--- src/rtl/wb_bridge_pkg.sv ---
// ---------------------------------------------------------------------------
// wb_bridge_pkg
// Shared types and constants for the Wishbone-to-counter bridge.
//   state_e    : bridge FSM state encoding (IDLE/REQ/ACK/ERR, 2 bits)
//   WB_SEL_W   : Wishbone byte-select width
//   WB_DAT_W   : Wishbone data/address width
//   tmo_cnt_w(): width of the REQ-cycle timeout counter
// Optional feature macro used by the bridge: WB_BRIDGE_TIMEOUT_EN
// ---------------------------------------------------------------------------
package wb_bridge_pkg;

    typedef enum logic [1:0] {
        ST_IDLE = 2'd0,
        ST_REQ  = 2'd1,
        ST_ACK  = 2'd2,
        ST_ERR  = 2'd3
    } state_e;

    localparam int WB_SEL_W = 4;
    localparam int WB_DAT_W = 32;

    // Counter only has to reach cycles-1, so $clog2(cycles) bits suffice.
    // Floor of 1 keeps the vector legal for the smallest allowed setting.
    function automatic int tmo_cnt_w(input int cycles);
        return (cycles <= 2) ? 1 : $clog2(cycles);
    endfunction

endpackage

--- src/rtl/wb_bridge_timeout.sv ---
// ---------------------------------------------------------------------------
// wb_bridge_timeout
// Counts the cycles the bridge spends waiting in REQ and flags expiry on the
// last allowed cycle. Only instantiated when WB_BRIDGE_TIMEOUT_EN is defined.
// Ports:
//   clk     in  clock (posedge)
//   rst_n   in  asynchronous active-low reset
//   clr     in  hold counter at zero (bridge not in REQ)
//   en      in  count this cycle (bridge in REQ)
//   expire  out high in the REQ cycle where count == TIMEOUT_CYCLES-1
// ---------------------------------------------------------------------------
module wb_bridge_timeout
    import wb_bridge_pkg::*;
#(
    parameter int TIMEOUT_CYCLES = 16
) (
    input  logic clk,
    input  logic rst_n,
    input  logic clr,
    input  logic en,
    output logic expire
);

    localparam int CNT_W = tmo_cnt_w(TIMEOUT_CYCLES);
    localparam logic [CNT_W-1:0] CNT_LAST = CNT_W'(TIMEOUT_CYCLES - 1);

    logic [CNT_W-1:0] count_q;
    logic [CNT_W-1:0] count_d;

    assign expire = en && (count_q == CNT_LAST);

    always_comb begin
        count_d = count_q;
        if (clr) begin
            count_d = '0;
        end else if (en && !expire) begin
            // Saturate at the last value; the bridge leaves REQ on expiry anyway.
            count_d = count_q + 1'b1;
        end
    end

    always_ff @(posedge clk or negedge rst_n) begin
        if (!rst_n) begin
            count_q <= '0;
        end else begin
            count_q <= count_d;
        end
    end

endmodule

--- src/rtl/wb_counter_bridge.sv ---
// ---------------------------------------------------------------------------
// wb_counter_bridge
// Wishbone classic slave in front of the user-area counter. A bus cycle that
// hits the address window becomes one valid/wstrb/wdata request; the
// counter's ready pulse returns rdata to the bus with a one-cycle ack.
// Misses (and, optionally, stalled requests) end with a one-cycle err so the
// management SoC never hangs.
// Optional feature: define WB_BRIDGE_TIMEOUT_EN to terminate REQ with err
// after TIMEOUT_CYCLES cycles without ready.
// Ports:
//   wb_clk_i, wb_rst_ni          clock, async active-low reset
//   wbs_cyc_i/stb_i/we_i/sel_i/adr_i/dat_i   Wishbone slave inputs
//   wbs_ack_o, wbs_err_o         one-cycle termination pulses
//   wbs_dat_o                    read data, zero-extended from BITS
//   valid, wstrb, wdata          request to counter (wstrb 0 on reads)
//   ready, rdata                 counter response pulse and read data
//   busy_o                       high whenever the FSM is not IDLE
// ---------------------------------------------------------------------------
module wb_counter_bridge
    import wb_bridge_pkg::*;
#(
    parameter int                   BITS           = 32,
    parameter logic [WB_DAT_W-1:0] ADDR_BASE      = 32'h3000_0000,
    parameter logic [WB_DAT_W-1:0] ADDR_MASK      = 32'hFFFF_0000,
    parameter int                   TIMEOUT_CYCLES = 16
) (
    input  logic                wb_clk_i,
    input  logic                wb_rst_ni,
    input  logic                wbs_cyc_i,
    input  logic                wbs_stb_i,
    input  logic                wbs_we_i,
    input  logic [WB_SEL_W-1:0] wbs_sel_i,
    input  logic [WB_DAT_W-1:0] wbs_adr_i,
    input  logic [WB_DAT_W-1:0] wbs_dat_i,
    output logic                wbs_ack_o,
    output logic                wbs_err_o,
    output logic [WB_DAT_W-1:0] wbs_dat_o,
    output logic                valid,
    output logic [WB_SEL_W-1:0] wstrb,
    output logic [BITS-1:0]     wdata,
    input  logic                ready,
    input  logic [BITS-1:0]     rdata,
    output logic                busy_o
);

    state_e              state_q, state_d;
    logic [WB_SEL_W-1:0] wstrb_q, wstrb_d;
    logic [BITS-1:0]     wdata_q, wdata_d;
    logic [WB_DAT_W-1:0] dat_o_q, dat_o_d;

    logic addr_hit;
    logic tmo_expire;

    assign addr_hit = (wbs_adr_i & ADDR_MASK) == ADDR_BASE;

`ifdef WB_BRIDGE_TIMEOUT_EN
    wb_bridge_timeout #(
        .TIMEOUT_CYCLES(TIMEOUT_CYCLES)
    ) u_timeout (
        .clk    (wb_clk_i),
        .rst_n  (wb_rst_ni),
        .clr    (state_q != ST_REQ),
        .en     (state_q == ST_REQ),
        .expire (tmo_expire)
    );
`else
    // No timeout: REQ waits for ready or abort. The expression is constant
    // false; it only keeps TIMEOUT_CYCLES referenced in this build.
    assign tmo_expire = (TIMEOUT_CYCLES < 0);
`endif

    always_comb begin
        state_d = state_q;
        wstrb_d = wstrb_q;
        wdata_d = wdata_q;
        dat_o_d = dat_o_q;
        unique case (state_q)
            ST_IDLE: begin
                // ready is not looked at here, so stray pulses are dropped.
                if (wbs_cyc_i && wbs_stb_i) begin
                    if (addr_hit) begin
                        wstrb_d = wbs_we_i ? wbs_sel_i : '0;
                        wdata_d = wbs_dat_i[BITS-1:0];
                        state_d = ST_REQ;
                    end else begin
                        state_d = ST_ERR;
                    end
                end
            end
            ST_REQ: begin
                // Master abort outranks ready, which outranks the timeout.
                if (!wbs_cyc_i) begin
                    state_d = ST_IDLE;
                end else if (ready) begin
                    dat_o_d             = '0;
                    dat_o_d[BITS-1:0]   = rdata;
                    state_d             = ST_ACK;
                end else if (tmo_expire) begin
                    state_d = ST_ERR;
                end
            end
            ST_ACK:  state_d = ST_IDLE;
            ST_ERR:  state_d = ST_IDLE;
            default: state_d = ST_IDLE;
        endcase
    end

    always_ff @(posedge wb_clk_i or negedge wb_rst_ni) begin
        if (!wb_rst_ni) begin
            state_q <= ST_IDLE;
            wstrb_q <= '0;
            wdata_q <= '0;
            dat_o_q <= '0;
        end else begin
            state_q <= state_d;
            wstrb_q <= wstrb_d;
            wdata_q <= wdata_d;
            dat_o_q <= dat_o_d;
        end
    end

    // Handshake outputs are pure state decodes: valid drops the cycle after
    // ready (state has moved to ACK), and ack/err can never coincide.
    assign valid     = (state_q == ST_REQ);
    assign wbs_ack_o = (state_q == ST_ACK);
    assign wbs_err_o = (state_q == ST_ERR);
    assign busy_o    = (state_q != ST_IDLE);
    assign wstrb     = wstrb_q;
    assign wdata     = wdata_q;
    assign wbs_dat_o = dat_o_q;

endmodule

--- config.mk ---
export PLATFORM = sky130hd
export DESIGN_NAME = wb_counter_bridge
export DESIGN_NICKNAME = d
export VERILOG_FILES = /design/src/rtl/wb_bridge_pkg.sv /design/src/rtl/wb_bridge_timeout.sv /design/src/rtl/wb_counter_bridge.sv
export SDC_FILE = /design/constraint.sdc
export NUM_CORES = 1
export LEC_CHECK = 0
export CORE_UTILIZATION = 39
export CTS_CLUSTER_SIZE = 8
export DETAILED_ROUTE_END_ITERATION = 10
export GPL_TIMING_DRIVEN = 0
export PLACE_DENSITY_LB_ADDON = 0.1
export SLEW_MARGIN = 20
export SYNTH_ARGS = -nofsm -noshare
export SYNTH_HDL_FRONTEND = slang
export SYNTH_SLANG_ARGS = --single-unit
--- constraint.sdc ---
create_clock -name wb_clk_i -period 4.3 [get_ports wb_clk_i]
set_input_delay 0.43 -clock wb_clk_i [delete_from_list [all_inputs] [get_ports wb_clk_i]]
set_output_delay 0.43 -clock wb_clk_i [all_outputs]
set_load 0.1 [all_outputs]
### After elaboration in Yosys (flattened, before gate mapping)

Index checks and enable logic that the tools add are counted.

| storage, ports and cells | value |
|---|---|
| bits in registers | 70 |
| latch bits | 0 |
| bits in writable memories | 0 |
| memory bits (read-only) | 0 |
| input bits | 106 |
| output and inout port bits | 72 |
| word-level logic and storage cells | 23 |
| memories | 0 |

| cells by class | value |
|---|---|
| $add $sub $neg | 0 |
| $mul | 0 |
| div/mod/pow operators | 0 |
| magnitude comparators | 0 |
| equal/unequal tests | 6 |
| shifts and indexed selects | 0 |
| mux-type cells | 6 |
| bitwise gates (word level) | 0 |
| reduce and logical (&&, ||, !) cells | 7 |

Operators by type and width:

| operator | count |
|---|---|
| $eq 16x14->1 const B | 1 |
| $mux 2 | 4 |
| $pmux 2 s3 | 1 |
| $reduce_and 3->1 | 2 |
| $eq 2x2->1 const B | 2 |
| $mux 4 | 1 |
| $ne 3x2->1 const B | 1 |
| $eq 2x1->1 const B | 1 |
| $logic_not 2->1 | 1 |
| $ne 2x2->1 const B | 1 |
| $reduce_and 2->1 | 1 |
| $reduce_bool 2->1 | 1 |
| $reduce_or 2->1 | 1 |
| $logic_and 1x1->1 | 1 |

### Logic depth before layout (Yosys ltp)

| logic depth | value |
|---|---|
| depth in word-level cells | 4 |
| depth in mapped cells | 5 |

### Least setup slack after synthesis

Ideal clock, no wire load.

| timing path | value |
|---|---|
| path kind | register to output |
| start | register state_q[0] |
| end | output valid |
| data arrival time | 1.966 ns |
| data required time | 3.870 ns |
| path slack | 1.904 ns |
| stages on the path, launching flop included | 3 |
| path buffers | 1 |
| cells stage by stage | dfrtp_1 > clkbuf_1 > nor2b_1 |

| between the ends | value |
|---|---|
| longest elaborated chain between the ends | 1 |

Ends and longest elaborated chain:

| item | line | source |
|---|---|---|
| start: declaration | wb_counter_bridge.sv:46 | `state_e state_q, state_d;` |
| start signal: assignment | wb_counter_bridge.sv:115 | `state_q <= state_d;` |
| $eq 2x1->1 | wb_counter_bridge.sv:124 | `assign valid = (state_q == ST_REQ);` |
| end: declaration | wb_counter_bridge.sv:38 | `output logic valid,` |

No other way between the ends.

### Worst setup path after layout

Ends and elaborated chain as after synthesis.

==> out/metrics.cfg <==
[sta]
post-route-min-period_ps=2706
hold_viol=0
rsz0062_at_grt=false
skew_ps=11.52
slew_violations=0
tns_ps=0
fmax_mhz=369.5
setup_violations=0
tightest_slew_ps=1008
timing.slew.headroom=0.3258
finalCritPeriodShare=0.6293

[worst_setup_path]
startpoint_type=flip-flop
path_class=reg -> out
slowest_stage=clkdlybuf4s50_1
reg2reg_depth=4
worstPathCellList=clkbuf_1 -> nor2b_1 -> clkdlybuf4s50_1
cpPeakStageDelay_ps=1140
critPathRequiredTime_ps=3870
cp.arrival_ps=2280
cp_num_cells=3
cp-end-kind=output port
path_buf_inv=2
path_max_fanout=9
cp_top_family=buffers and inverters

[pwr]
p_leak_nw=2.076
pwr_density_cell_mw_per_mm2=573.2
ir_worst_vdd_uv=544.5

[detailed_routing]
drt-vias-per-instance=4.699
ant_nets=0
wirelength_um=6411
drt-initial-drc-count=37
avgRoutedWirePerCell_um=14.94
drt_first_pass_iters=6
num_vias=2016
route.detailed.drc=0

[die]
placementRows=30
die_w_um=85.52
die_h_um=85.52
die-area_mm2=0.007313
core-area_mm2=0.006756
io_pins=178
initial_core_util=0.4026

[grt]
grt_use_total=0.1814
grt_max_degree=37
overflow=0
grt_pass1_vias=2044
antenna_found_initial=0
grt_pass1_wl_um=9908

[place]
dp_hpwl_um=4808
place_congestion=0.7128
dpl-instance-area_mm2=0.004449
io_buffer_count=161

[clocking]
cts_buffers=9
cts_resized=0
cts_hold_buf=0
clk_latency_ps=340
clk_pin_slew_ps=80
cts.path.max_buffers=2
postCtsSetupRepairBufs=0
cts_max_level=3
cts_tree=yes
ctsRootBufferMaster=clkbuf_8
cts_sinks=70

[synth]
post_synth.cell_area_avg_um2=15.91
synth_nets=277
synth.top_cell.area_share=0.6440
synth_seq_cells=70
seq_area_frac_synth=0.6440
yosys_warnings=0
synth_cell_type_count=20
synth_area_leaders=dfrtp_1 64%, mux2_2 26%, mux2i_1 1.5%, buf_6 1.2%, nor4_4 0.78%
synth_cells=171
syn_area_mm2=0.002720
synth_top_area_cell=dfrtp_1

[final_layout]
area_delta_synth_final_pct=72.68
final_layout_size_suffix_gt1_frac=0.2464
nets=450
final_cell_area_mm2=0.004697
antennaDiodeCount=0

[flow_run]
cap_viol_max_count=0

[status]
status=complete, no violations

[worst_hold_path]
min_path_type=in -> async

report_power, final:
group | switching, mW | internal, mW
registers | 0.0494 | 0.762
clock network | 0.245 | 0.402
logic | 0.909 | 0.324
cells in the mapped netlist (all sizes together):
library cell / number
nand4b: 1
inv: 5
mux2: 64
mux2i: 4
nor4: 4
nor2b: 3
dfrtp: 70
a211oi: 1
nand2: 5
clkbuf: 4
nand2b: 1
nand4: 1
nand3: 1
buf: 3
or2: 1
and2: 1
and4bb: 1
nor2: 1
routing by layer:
layer / vias to the layer above / GRT usage / routed length (um)
li1: 948 / - / -
met1: 963 / 0.2066 / 2571
met2: 94 / 0.2924 / 3066
met3: 11 / 0.08662 / 658
met4: 0 / 0.07879 / 114
met5: - / 0 / 0
final timing paths:
| path | endpoint | slack [ps] | from |
|---|---|---|---|
| max in group asynchronous | state_q[0]$_DFFE_PN0P_ | 3710 | wb_rst_ni |
| worst max register to register | wdata[15]$_DFFE_PN0P_ | 2370 | state_q[1]$_DFFE_PN0P_ |
| worst min register to register | wbs_dat_o[10]$_DFFE_PN0P_ | 500 | wbs_dat_o[10]$_DFFE_PN0P_ |
| min in group wb_clk_i | wbs_dat_o[10]$_DFFE_PN0P_ | 500 | wbs_dat_o[10]$_DFFE_PN0P_ |
| worst max-delay path | valid | 1590 | state_q[0]$_DFFE_PN0P_ |
| worst min-delay path | wbs_dat_o[28]$_DFFE_PN0P_ | 40 | wb_rst_ni |
stage by stage:
stage / util / total power, mW / hold slack (ps) / setup WS, ps / cells
2_1_floorplan: - / 1.713 / 134.4 / 1904 / 171
3_3_place_gp: 0.6559 / 2.046 / 470.8 / 342.3 / 412
3_5_place_dp: 0.6585 / 2.062 / 419.3 / 1555 / 413
4_1_cts: 0.6952 / 2.718 / 47.08 / 1551 / 429
5_1_grt: 0.6952 / 2.782 / 67.88 / 1464 / 429
6_report: 0.6952 / 2.692 / 44.46 / 1594 / 429
layout make-up:
type | count | area [um^2]
Clock inverter | 5 | 106.4
Tap cell | 80 | 100.1
Inverter | 5 | 18.77
Sequential cell | 70 | 1752
Multi-Input combinational cell | 89 | 900.9
Clock buffer | 11 | 141.4
Buffer | 7 | 48.80
Fill cell | 518 | 2059
Timing Repair Buffer | 162 | 1629
layout by cell type (no fill, tap or decap), types with 3 or more instances in the layout:
cell type,instances
nand2_1,5
clkbuf_1,5
buf_6,3
nor2b_1,3
dfrtp_1,70
nor4_1,3
clkdlybuf4s50_1,160
mux2i_1,4
clkbuf_8,10
inv_1,5
mux2_2,63
bufinv_16,3
state kept, by name, indices dropped and copies added (netlist names):
name,flops
wdata,32
wbs_dat_o,32
state_q,2
wstrb,4
cells by family (layout without fill, tap and decap cells):
family	after synthesis	count (layout)	share of synthesized area
mux	68	68	0.2797
buf+inv	12	190	0.02484
simple gates	20	20	0.04876
compound gates	1	1	0.002761
flops	70	70	0.6440
No activity file was read; power rests on OpenSTA's default activity.
